### src/rtl/pitch_map_pkg.sv
// Shared types and elaboration-time helpers for the pitch-to-speed mapper.
//   state_t       : frame-processing FSM states
//   calc_map_w    : width of a level value 1..LEVELS
//   calc_qw       : quotient width, one divider cycle per bit
//   calc_step     : number of levels per speed band
//   band          : level -> speed code, saturating at the top code
package pitch_map_pkg;

  typedef enum logic [2:0] {
    IDLE,
    MUL,
    DIV,
    AVG,
    DECIDE
  } state_t;

  function automatic int unsigned calc_map_w(input int unsigned levels);
    return $clog2(levels + 1);
  endfunction

  function automatic int unsigned calc_qw(input int unsigned levels);
    return $clog2(levels);
  endfunction

  function automatic int unsigned calc_step(input int unsigned levels, input int unsigned nspeed);
    return levels / nspeed;
  endfunction

  // Speed band of a level; STEP is a power of two so the divide is a shift.
  function automatic int unsigned band(input int unsigned x, input int unsigned step_log2,
                                       input int unsigned nspeed);
    int unsigned b;
    b = x >> step_log2;
    return (b > nspeed - 1) ? nspeed - 1 : b;
  endfunction

endpackage

### src/rtl/seq_divider.sv
// Restoring unsigned divider, one quotient bit per clock.
//   clk, rst_n : clock, async active-low reset
//   start      : load dividend/divisor; QUOT_W iterations follow
//   dividend   : numerator, must satisfy dividend < divisor * 2**QUOT_W
//   divisor    : denominator, non-zero
//   quotient   : registered result, valid from the cycle after done_c
//   done_c     : high during the cycle whose edge retires the last bit
module seq_divider #(
  parameter int unsigned DIVIDEND_W = 14,
  parameter int unsigned DIVISOR_W  = 9,
  parameter int unsigned QUOT_W     = 4
) (
  input  logic                  clk,
  input  logic                  rst_n,
  input  logic                  start,
  input  logic [DIVIDEND_W-1:0] dividend,
  input  logic [DIVISOR_W-1:0]  divisor,
  output logic [QUOT_W-1:0]     quotient,
  output logic                  done_c
);

  localparam int unsigned CW    = DIVIDEND_W + DIVISOR_W + QUOT_W;
  localparam int unsigned CNT_W = (QUOT_W > 1) ? $clog2(QUOT_W) : 1;

  logic [CW-1:0]    rem;
  logic [CW-1:0]    ddiv;
  logic [CNT_W-1:0] cnt;
  logic             busy;
  logic             fits_c;

  // Trial subtraction against the divisor aligned to the current quotient bit.
  assign fits_c = (rem >= ddiv);
  assign done_c = busy && (cnt == '0);

  // Iteration: subtract if it fits, shift quotient left, move divisor down one bit.
  always_ff @(posedge clk or negedge rst_n) begin
    if (!rst_n) begin
      rem      <= '0;
      ddiv     <= '0;
      cnt      <= '0;
      busy     <= 1'b0;
      quotient <= '0;
    end else if (start) begin
      rem      <= CW'(dividend);
      ddiv     <= CW'(divisor) << (QUOT_W - 1);
      cnt      <= CNT_W'(QUOT_W - 1);
      busy     <= 1'b1;
      quotient <= '0;
    end else if (busy) begin
      if (fits_c) begin
        rem <= rem - ddiv;
      end
      quotient <= QUOT_W'({quotient, fits_c});
      ddiv     <= ddiv >> 1;
      if (cnt == '0) begin
        busy <= 1'b0;
      end else begin
        cnt <= cnt - CNT_W'(1);
      end
    end
  end

endmodule

### src/rtl/pitch_speed_mapper.sv
// Maps a per-frame pitch index to a level 1..LEVELS, averages it, and
// derives a debounced, hysteretic drive speed code.
//   clk, reset   : clock, async active-low reset
//   in_data      : pitch index; in_valid/in_ready handshake
//   mapped_value : instantaneous level of the last frame
//   avg_value    : moving-average level
//   speed        : filtered speed code
//   out_valid    : one-cycle pulse when the outputs above update
//   changed      : one-cycle pulse with out_valid when speed moved
module pitch_speed_mapper
  import pitch_map_pkg::*;
#(
  parameter int unsigned PITCH_W   = 10,
  parameter int unsigned PITCH_MAX = 300,
  parameter int unsigned LEVELS    = 16,
  parameter int unsigned NSPEED    = 4,
  parameter int unsigned AVG_LOG2  = 2,
  parameter int unsigned HYST      = 1,
  parameter int unsigned HOLD      = 3,
  localparam int unsigned MAP_W    = calc_map_w(LEVELS),
  localparam int unsigned SPD_W    = (NSPEED > 1) ? $clog2(NSPEED) : 1
) (
  input  logic               clk,
  input  logic               reset,
  input  logic [PITCH_W-1:0] in_data,
  input  logic               in_valid,
  output logic               in_ready,
  output logic [MAP_W-1:0]   mapped_value,
  output logic [MAP_W-1:0]   avg_value,
  output logic [SPD_W-1:0]   speed,
  output logic               out_valid,
  output logic               changed
);

  localparam int unsigned QW        = calc_qw(LEVELS);
  localparam int unsigned STEP      = calc_step(LEVELS, NSPEED);
  localparam int unsigned STEP_LOG2 = $clog2(STEP);
  localparam int unsigned NUM_W     = PITCH_W + QW;
  localparam int unsigned DIVR_W    = $clog2(PITCH_MAX + 1);
  localparam int unsigned AVG_N     = 1 << AVG_LOG2;
  localparam int unsigned WP_W      = (AVG_LOG2 > 0) ? AVG_LOG2 : 1;
  localparam int unsigned SUM_W     = MAP_W + AVG_LOG2;
  localparam int unsigned CNT_W     = $clog2(HOLD + 1);

  state_t             state_q;
  state_t             state_d;
  logic [PITCH_W-1:0] pitch_q;
  logic [NUM_W-1:0]   num_c;
  logic [QW-1:0]      quot;
  logic               div_done_c;
  logic               div_start_c;
  logic [MAP_W-1:0]   mapped_c;
  logic [MAP_W-1:0]   avg_buf [AVG_N];
  logic [WP_W-1:0]    wp;
  logic [SUM_W-1:0]   sum;
  logic [MAP_W-1:0]   avg_c;
  logic [SPD_W-1:0]   pending;
  logic [CNT_W-1:0]   hold_cnt;

  logic [SPD_W-1:0]   cand_c;
  logic [SPD_W-1:0]   speed_nxt_c;
  logic [SPD_W-1:0]   pending_nxt_c;
  logic [CNT_W-1:0]   cnt_nxt_c;
  logic               changed_nxt_c;
  int unsigned        avg_i;
  int unsigned        spd_i;
  int unsigned        band_avg;
  int unsigned        lim_i;
  int unsigned        cand_i;

  assign in_ready = (state_q == IDLE);

  // State register.
  always_ff @(posedge clk or negedge reset) begin
    if (!reset) begin
      state_q <= IDLE;
    end else begin
      state_q <= state_d;
    end
  end

  // Next-state logic; DIV lasts exactly QW cycles, paced by the divider.
  always_comb begin
    state_d = state_q;
    case (state_q)
      IDLE:    if (in_valid) state_d = MUL;
      MUL:     state_d = DIV;
      DIV:     if (div_done_c) state_d = AVG;
      AVG:     state_d = DECIDE;
      DECIDE:  state_d = IDLE;
      default: state_d = IDLE;
    endcase
  end

  // Full-width product; PITCH_MAX*(LEVELS-1) fits in NUM_W bits.
  assign num_c       = NUM_W'(pitch_q) * NUM_W'(LEVELS - 1);
  assign div_start_c = (state_q == MUL);

  seq_divider #(
    .DIVIDEND_W (NUM_W),
    .DIVISOR_W  (DIVR_W),
    .QUOT_W     (QW)
  ) u_div (
    .clk      (clk),
    .rst_n    (reset),
    .start    (div_start_c),
    .dividend (num_c),
    .divisor  (DIVR_W'(PITCH_MAX)),
    .quotient (quot),
    .done_c   (div_done_c)
  );

  assign mapped_c = MAP_W'(quot) + MAP_W'(1);
  assign avg_c    = MAP_W'(sum >> AVG_LOG2);

  // Hysteresis pulls the level toward the current speed before banding.
  always_comb begin
    avg_i    = 32'(avg_c);
    spd_i    = 32'(speed);
    band_avg = band(avg_i, STEP_LOG2, NSPEED);
    lim_i    = avg_i;
    cand_i   = spd_i;
    if (band_avg > spd_i) begin
      lim_i  = (avg_i > HYST) ? avg_i - HYST : 0;
      if (lim_i < 1) lim_i = 1;
      cand_i = band(lim_i, STEP_LOG2, NSPEED);
    end else if (band_avg < spd_i) begin
      lim_i  = avg_i + HYST;
      if (lim_i > LEVELS) lim_i = LEVELS;
      cand_i = band(lim_i, STEP_LOG2, NSPEED);
    end
    cand_c = SPD_W'(cand_i);
  end

  // Debounce: a new speed must be proposed HOLD times in a row.
  always_comb begin
    speed_nxt_c   = speed;
    pending_nxt_c = pending;
    cnt_nxt_c     = hold_cnt;
    changed_nxt_c = 1'b0;
    if (cand_c == speed) begin
      cnt_nxt_c = '0;
    end else if (cand_c != pending) begin
      cnt_nxt_c     = CNT_W'(1);
      pending_nxt_c = cand_c;
    end else begin
      cnt_nxt_c = hold_cnt + CNT_W'(1);
    end
    if ((cand_c != speed) && (cnt_nxt_c == CNT_W'(HOLD))) begin
      speed_nxt_c   = cand_c;
      changed_nxt_c = 1'b1;
      cnt_nxt_c     = '0;
    end
  end

  // Datapath and output registers.
  always_ff @(posedge clk or negedge reset) begin
    if (!reset) begin
      pitch_q      <= '0;
      wp           <= '0;
      sum          <= SUM_W'(AVG_N);
      for (int i = 0; i < AVG_N; i++) avg_buf[i] <= MAP_W'(1);
      pending      <= '0;
      hold_cnt     <= '0;
      mapped_value <= MAP_W'(1);
      avg_value    <= MAP_W'(1);
      speed        <= '0;
      out_valid    <= 1'b0;
      changed      <= 1'b0;
    end else begin
      out_valid <= 1'b0;
      changed   <= 1'b0;
      if ((state_q == IDLE) && in_valid) begin
        pitch_q <= (in_data >= PITCH_W'(PITCH_MAX)) ? PITCH_W'(PITCH_MAX) : in_data;
      end
      if (state_q == AVG) begin
        sum         <= sum - SUM_W'(avg_buf[wp]) + SUM_W'(mapped_c);
        avg_buf[wp] <= mapped_c;
        wp          <= wp + WP_W'(1);
      end
      if (state_q == DECIDE) begin
        mapped_value <= mapped_c;
        avg_value    <= avg_c;
        speed        <= speed_nxt_c;
        pending      <= pending_nxt_c;
        hold_cnt     <= cnt_nxt_c;
        out_valid    <= 1'b1;
        changed      <= changed_nxt_c;
      end
    end
  end

endmodule
### config.mk
export PLATFORM = sky130hd
export DESIGN_NAME = pitch_speed_mapper
export DESIGN_NICKNAME = d
export VERILOG_FILES = /design/src/rtl/pitch_map_pkg.sv /design/src/rtl/seq_divider.sv /design/src/rtl/pitch_speed_mapper.sv
export SDC_FILE = /design/constraint.sdc
export NUM_CORES = 1
export LEC_CHECK = 0
export CORE_ASPECT_RATIO = 1.2
export CORE_MARGIN = 2
export CORE_UTILIZATION = 40
export CTS_CLUSTER_DIAMETER = 80
export DETAILED_ROUTE_END_ITERATION = 10
export SLEW_MARGIN = 10
export SYNTH_ARGS = -nofsm -noshare
export SYNTH_HDL_FRONTEND = slang
export SYNTH_SLANG_ARGS = --single-unit
### constraint.sdc
create_clock -name clk -period 4.42 [get_ports clk]
set_clock_uncertainty 0.15 [all_clocks]
set_input_delay 0.663 -clock clk [delete_from_list [all_inputs] [get_ports clk]]
set_output_delay 0.663 -clock clk [all_outputs]
set_load 0.02 [all_outputs]
## After elaboration in Yosys (flattened, before gate mapping)

Index checks and enable logic that the tools add are counted.

- Output and inout bits: 15
- Input bits: 13
- Flip-flop bits (word level): 121
- Word-level logic and storage cells: 108

- Reductions and logical operators: 13
- Order comparisons: 12
- Muxes and demuxes: 40
- Equality and inequality tests: 11
- Multiply operators: 1
- Bitwise operators: 2
- Add/subtract/negate cells: 9

Operators by type and width:

| kind | count |
|---|---|
| $mux W32 | 5 |
| $mux W27 | 5 |
| $gt A30 B2 Y1 const B | 2 |
| $lt A32 B1 Y1 const B | 1 |
| $ge A27 B27 Y1 | 1 |
| $sub A27 B27 Y27 | 1 |
| $bwmux W20 | 1 |
| $mux W2 | 10 |
| $mux W5 | 3 |
| $mul A10 B4 Y14 const B | 1 |
| $pmux W3 S4 | 1 |
| $bmux W5 S2 | 1 |
| $demux W5 S2 | 1 |
| $ge A10 B9 Y1 const B | 1 |
| $mux W10 | 1 |
| $mux W3 | 3 |
| $mux W4 | 2 |
| $reduce_and A2 Y1 | 4 |
| $add A7 B5 Y7 | 1 |
| $sub A7 B5 Y7 | 1 |
| $add A5 B1 Y6 const B | 1 |
| $eq A3 B2 Y1 const B | 2 |
| $gt A6 B5 Y1 const B | 1 |
| $mux W1 | 6 |
| other kinds (24) | 32 |

## Longest topological paths before layout

Gate-level depths: netlist of the first run.

- Word-level depth: 16
- Mapped depth: 14
- Depth with buffers taken out: 13

## Cells and area by module

From an unflattened synthesis of the first run, not the netlist that was laid out.

- Cell total of the unflattened synthesis: 711
- Area total of the unflattened synthesis: 7046.8 um^2

By module, submodules not included:

| module | cells each | area each (um^2) | times used | seq. area each (um^2) |
|---|---|---|---|---|
| pitch_speed_mapper | 389 | 4065.1 | 1 | 1510.2 |
| seq_divider | 322 | 2981.6 | 1 | 1151.1 |

## Least setup slack after synthesis of the first run

No wires, ideal clock.

- Path type: flip-flop to flip-flop
- Start: register u_div.rem[15]
- End: register u_div.rem[0]
- Cell stages (with the launch flop): 11
- Period minus slack after synthesis: 3.493 ns
- Setup time: 0.125 ns
- Setup slack: 0.927 ns
- Arrival: 3.219 ns
- Buffers on the path: 2
- Data required time: 4.145 ns
- Path through: dfrtp_1 or4_4 or4b_4 or4_4 or3_4 a211oi_4 or2_1 buf_4 buf_6 o21ai_1 mux2_2

- Word-level cells in the longest chain between the ends: 3

RTL lines:

| what | RTL line | text |
|---|---|---|
| from (decl) | seq_divider.sv:25 | `logic [CW-1:0] rem;` |
| from (signal assigned) | seq_divider.sv:44 | `rem <= CW'(dividend);` |
| from (signal assigned) | seq_divider.sv:51 | `rem <= rem - ddiv;` |
| $ge A27 B27 Y1 | seq_divider.sv:32 | `assign fits_c = (rem >= ddiv);` |
| $reduce_bool A2 Y1 (no source line) | n/a |  |
| $reduce_and A2 Y1 (no source line) | n/a |  |

No other way between the ends.
A chain may end at the register's enable or synchronous reset.

## Worst setup path in the final report of the first run

- Start: register u_div.rem[15]
- End: register u_div.rem[1]

The elaborated chain is that of the path after synthesis.

==> results of run 1 <==
==> layout by cell type, fill, tap and decap left out, drive strengths merged, types with 4 or more instances in the layout <==
master	netlist	routed
a31oi	8	8
nand2	81	81
o22a	4	4
o211ai	5	5
or2	7	7
nor4	4	4
o31ai	6	6
a211oi	4	4
or3	6	6
nor3	13	13
o21a	4	4
a22o	6	6
nor2b	7	7
ha	50	50
inv	50	51
xnor2	27	27
nand4	5	5
mux2	7	7
clkbuf	18	10
o21ai	55	55
dfstp	7	7
fa	23	23
and2	4	4
a21o	8	8
a2111oi	6	6
nand2b	8	8
nor2	52	52
mux4	5	5
buf	6	8
nand3	13	13
dfrtp	99	99
clkdlybuf4s50	0	26
a21oi	21	21
xor2	10	10
or4	9	9
clkinv	0	4
mux2i	20	20
==> registers in the layout, indices dropped and copies added, names as in the netlist <==
name,flops
avg_buf,20
avg_value,5
changed,1
hold_cnt,2
mapped_value,5
out_valid,1
pending,2
pitch_q,10
speed,2
state_q,3
sum,7
u_div.busy,1
u_div.cnt,2
u_div.ddiv,12
u_div.quotient,4
u_div.rem,27
wp,2
==> layout make-up <==
type,count,area (um2)
fill,1598,9190
clock buffer,10,239
clock inverter,6,51.3
timing repair buffer,34,320
sequential,106,2660
multi-input combinational,513,3860
inverter,50,188
tap,216,270
==> worst register-to-register path, cell delays in order, from the launching register on <==
cell and delay, ns:
dfrtp_1 0.42, or4_4 0.57, or4b_4 0.53, or4_4 0.54, or3_4 0.39, a211oi_4 0.22, or2_1 0.35, buf_4 0.23
o21ai_1 0.07, mux2_2 0.27
==> worst paths after layout <==
kind / to / depth (start not counted)
worst max-delay path: u_div.rem[1]$_DFFE_PN0P_ / 9
worst min register to register: mapped_value[1]$_DFFE_PN0P_ / 2
max in group asynchronous: pitch_q[8]$_DFFE_PN0P_ / 2
worst min-delay path: avg_buf[12]$_DFFE_PN0P_ / 1
worst max register to register: u_div.rem[1]$_DFFE_PN0P_ / 9
min in group clk: mapped_value[1]$_DFFE_PN0P_ / 2
==> per-stage QoR <==
step                cells  worst slack, ns  area (um2)  hold slack [ns]
floorplan             693            0.927        6820            0.217
global placement      919            0.673        7300            0.307
detailed placement    919            0.610        7300            0.313
CTS                   935            0.588        7590            0.201
global route          935            0.422        7590            0.224
finish                935            0.560        7590            0.181
==> routing by layer <==
metal | vias to the layer above | GRT usage, %
li1 | 2478 | -
met1 | 2533 | 21.2
met2 | 79 | 28.5
met3 | 21 | 3.42
met4 | 0 | 5.45
met5 | - | 0
==> cells by family after synthesis <==
family	Yosys count	synth area share (%)
simple gates	215	15.0
compound gates	156	15.3
flops	106	39.0
buf+inv	74	4.29
fa+ha+maj	73	15.9
xor+xnor	37	4.75
mux	32	5.74
==> results.json, run 1 <==
{
  "track_usage_pct": 16.8,
  "layout.nets": 800,
  "setup_tns_ns": 0,
  "r2r_start": "u_div.rem[15]$_DFFE_PN0P_",
  "cts_made_buffers": 9,
  "cts.clk_slew.worst_paths_ns": 0.07,
  "setup_viol": 0,
  "synth_common_cells": "dfrtp_1 (99), nand2_1 (81), nor2_1 (52), o21ai_0 (52)",
  "m1WireLength_um": 6230,
  "max_cap_violations": 0,
  "synth_area_per_cell_um2": 9.84,
  "grt_pass1_wl_um": 24400,
  "cts.sinks": 106,
  "synthTopCellsByArea": "dfrtp_1 (36%), ha_1 (9.2%), fa_1 (6.8%), nand2_1 (4.5%), o21ai_0 (3.8%)",
  "grt_max_degree": 50,
  "drt_pre_antenna_iters": 5,
  "critPathMaxStageDelay_ns": 0.57,
  "h-tree-depth": 3,
  "insertion_delay_ns": 0.35,
  "required_ns": 4.51,
  "syn_inst": 693,
  "worstSetupPathType": "register to register",
  "post-route-util_pct": 45.2,
  "io_pins": 28,
  "worstMarginPinSlew_ns": 1.12,
  "status": "complete, no violations",
  "max_freq_ghz": 0.259,
  "wl_per_cell_um": 15.1,
  "antenna_cells": 0,
  "cts_buffer_depth": 2,
  "synth_fp_nets": 779,
  "cts_tree": "built",
  "critPathMaxFanout": 11,
  "regToRegSetupSlack_ns": 0.56,
  "drive_above_1_share_pct": 8.07,
  "met2_length_um": 7250,
  "arrival_ns": 3.95,
  "hpwl_um": 10700,
  "io_buffers": 27,
  "hold_class": "input port to asynchronous set/reset pin",
  "ys_ff_latch": 106,
  "syn2layout_area_growth_pct": 11.4,
  "synth-warning-count": 0,
  "cp_num_buf_inv": 1,
  "yosys.area.top_type": "dfrtp_1",
  "floorplan.initialDensity_pct": 40.6,
  "period_share_pct": 87.3,
  "synth_edf_count": 0,
  "root_buffer": "clkbuf_16",
  "synth_top_area_share_pct": 36.3,
  "ant_nets": 0,
  "core_area_um2": 16800,
  "cpMaxStageDelayCell": "or4_4",
  "design.die.area_um2": 18100,
  "wl_um": 14200,
  "dieWidth_um": 123,
  "grt_setup_unrepaired": "false",
  "synthDistinctLibCells": 66,
  "ys.flop_type": "dfrtp_1",
  "cts_hold_repair.buffers": 0,
  "worstSetupStartpoint": "u_div.rem[15]$_DFFE_PN0P_",
  "viasPerCell": 5.47,
  "async_flop_share_pct": 100,
  "grt_pass1_vias": 5164,
  "top_layer": "met4",
  "hold_viol_final": 0,
  "globalplace.congestion": 0.868,
  "num_vias": 5111,
  "grt_overflow": 0,
  "die_h_um": 147,
  "placementRows": 52,
  "yosysSeqAreaShare_pct": 39.0,
  "crit_family": "simple AND/OR/NAND/NOR gates",
  "antenna_found_initial": 0,
  "cts_resized": 0,
  "max_slew_margin_pct": 25.5,
  "min_period_ns": 3.86,
  "post_cts_buffers": 0,
  "netlist_area_um2": 6820,
  "wl_met3_um": 402,
  "drc": 0,
  "crit_chain": "or4_4, or4b_4, or4_4, or3_4, a211oi_4, or2_1, buf_4, o21ai_1, mux2_2",
  "cp-end-kind": "register",
  "synth.most_common_cell": "dfrtp_1",
  "cp_common_cell": "or4_4",
  "startpoint_type": "register",
  "drt_first_iter_violations": 276,
  "slew_viol_final": 0
}
Power of run 1 is not shown: default switching activity piles up to over one toggle a cycle in this logic, so the estimate is an artifact.
==> inputs of run 2 (changes only) <==
Settings changed: CORE_MARGIN 2 to 1.5.
==> run 2 against run 1 <==
Against the previous run:
- critical path depth grew 2
- via count shrank 0.25%
- worst setup slack gained 0.10 ns
- critical path type unchanged
- critical endpoint is now u_div.rem[12]$_DFFE_PN0P_
==> results.json, run 2 (synthesis gave the netlist of run 1 again) <==
{
  "placementRows": 52,
  "wl_per_cell_um": 15.1,
  "worstSetupPathType": "register to register",
  "startpoint_type": "register",
  "largest_reg_flops": 27,
  "top_regs": "u_div.rem x27, avg_buf x20, u_div.ddiv x12",
  "io_pins": 28,
  "drt_first_iter_violations": 226,
  "max_freq_ghz": 0.266,
  "cts_made_buffers": 9,
  "mostFrequentLayoutCell": "dfrtp_1",
  "design.die.area_um2": 17800,
  "layout_common_cells": "dfrtp_1 (99), nand2_1 (81), nor2_1 (52), o21ai_0 (52)",
  "cts_hold_repair.buffers": 0,
  "root_buffer": "clkbuf_16",
  "required_ns": 4.48,
  "antenna_found_initial": 0,
  "antenna_cells": 0,
  "track_usage_pct": 17.1,
  "grt_overflow": 0,
  "globalplace.congestion": 0.824,
  "hold_class": "input port to asynchronous set/reset pin",
  "drive_above_1_share_pct": 8.07,
  "core_area_um2": 16800,
  "wl_um": 14100,
  "largest-register": "u_div.rem",
  "seqCellArea_um2": 2660,
  "grt_pass1_wl_um": 24500,
  "num_vias": 5098,
  "ant_nets": 0,
  "critPathMaxFanout": 4,
  "slew_viol_final": 0,
  "min_period_ns": 3.76,
  "cts.sinks": 106,
  "dieWidth_um": 122,
  "arrival_ns": 3.81,
  "cts.clk_slew.worst_paths_ns": 0.07,
  "hpwl_um": 10400,
  "syn2layout_area_growth_pct": 11.8,
  "floorplan.initialDensity_pct": 40.6,
  "insertion_delay_ns": 0.35,
  "cts_resized": 0,
  "viasPerCell": 5.45,
  "io_buffers": 27,
  "dp_slack_ns": 0.650,
  "grt_max_degree": 63,
  "nFillCells": 1581,
  "multi_input_area_um2": 3860,
  "h-tree-depth": 3,
  "cts_tree": "built",
  "cp-end-kind": "register",
  "period_share_pct": 85.0,
  "cts_buffer_depth": 2,
  "grt_setup_unrepaired": "false",
  "layout.nets": 800,
  "status": "complete, no violations",
  "post_cts_buffers": 0,
  "die_h_um": 146,
  "worstMarginPinSlew_ns": 1.12,
  "setup_tns_ns": 0,
  "max_slew_margin_pct": 25.5,
  "fin_ws_ns": 0.664,
  "max_cap_violations": 0,
  "hold_viol_final": 0,
  "setup_viol": 0,
  "drc": 0,
  "grt_pass1_vias": 5104,
  "drt_pre_antenna_iters": 5
}
## run 2: final cells by class
type,count,share of cell area (%)
sequential,106,34.9
multi-input combinational,513,50.7
timing repair buffer,34,4.20
tap,216,3.54
clock buffer,12,3.49
clock inverter,4,0.722
inverter,50,2.46
## run 2: worst paths after layout
path	start	endpoint	cells after the start	slack (ns)
setup / recovery	pitch_q[1]$_DFFE_PN0P_	u_div.rem[12]$_DFFE_PN0P_	11	0.66
max in group asynchronous	reset	pitch_q[9]$_DFFE_PN0P_	2	3.26
hold reg to reg	avg_buf[3]$_DFFE_PN0P_	avg_buf[3]$_DFFE_PN0P_	2	0.33
setup reg to reg	pitch_q[1]$_DFFE_PN0P_	u_div.rem[12]$_DFFE_PN0P_	11	0.66
hold / removal	reset	avg_buf[12]$_DFFE_PN0P_	2	0.24
min in group clk	avg_buf[3]$_DFFE_PN0P_	avg_buf[3]$_DFFE_PN0P_	2	0.33
## run 2: critical path, cell delays in order (launching register included)
cell and delay, ns:
dfrtp_1 0.46, fa_1 0.61, fa_1 0.47, fa_1 0.43, a21o_1 0.17, a21oi_1 0.21, nor2b_1 0.08, o21a_1 0.19
o41ai_1 0.39, o21ai_0 0.20, xnor2_1 0.16, mux2i_1 0.09
## run 2: per-stage QoR
stage	instances	area [um2]	utilization (%)	hold slack (ns)
after floorplan	693	6820	-	0.217
after global placement	919	7300	43.5	0.306
after detailed placement	919	7300	43.5	0.316
after CTS	935	7630	45.4	0.262
after global routing	935	7630	45.4	0.292
final	935	7630	45.4	0.238
## run 2: layer usage
layer	up-vias	routed length, um	global-route usage, %
met1	2535	6330	21.9
met3	18	341	2.93
met2	69	7240	29.3
met5	-	0	0
met4	0	198	5.17
li1	2476	-	-
Power of run 2 is left out for the same reason.
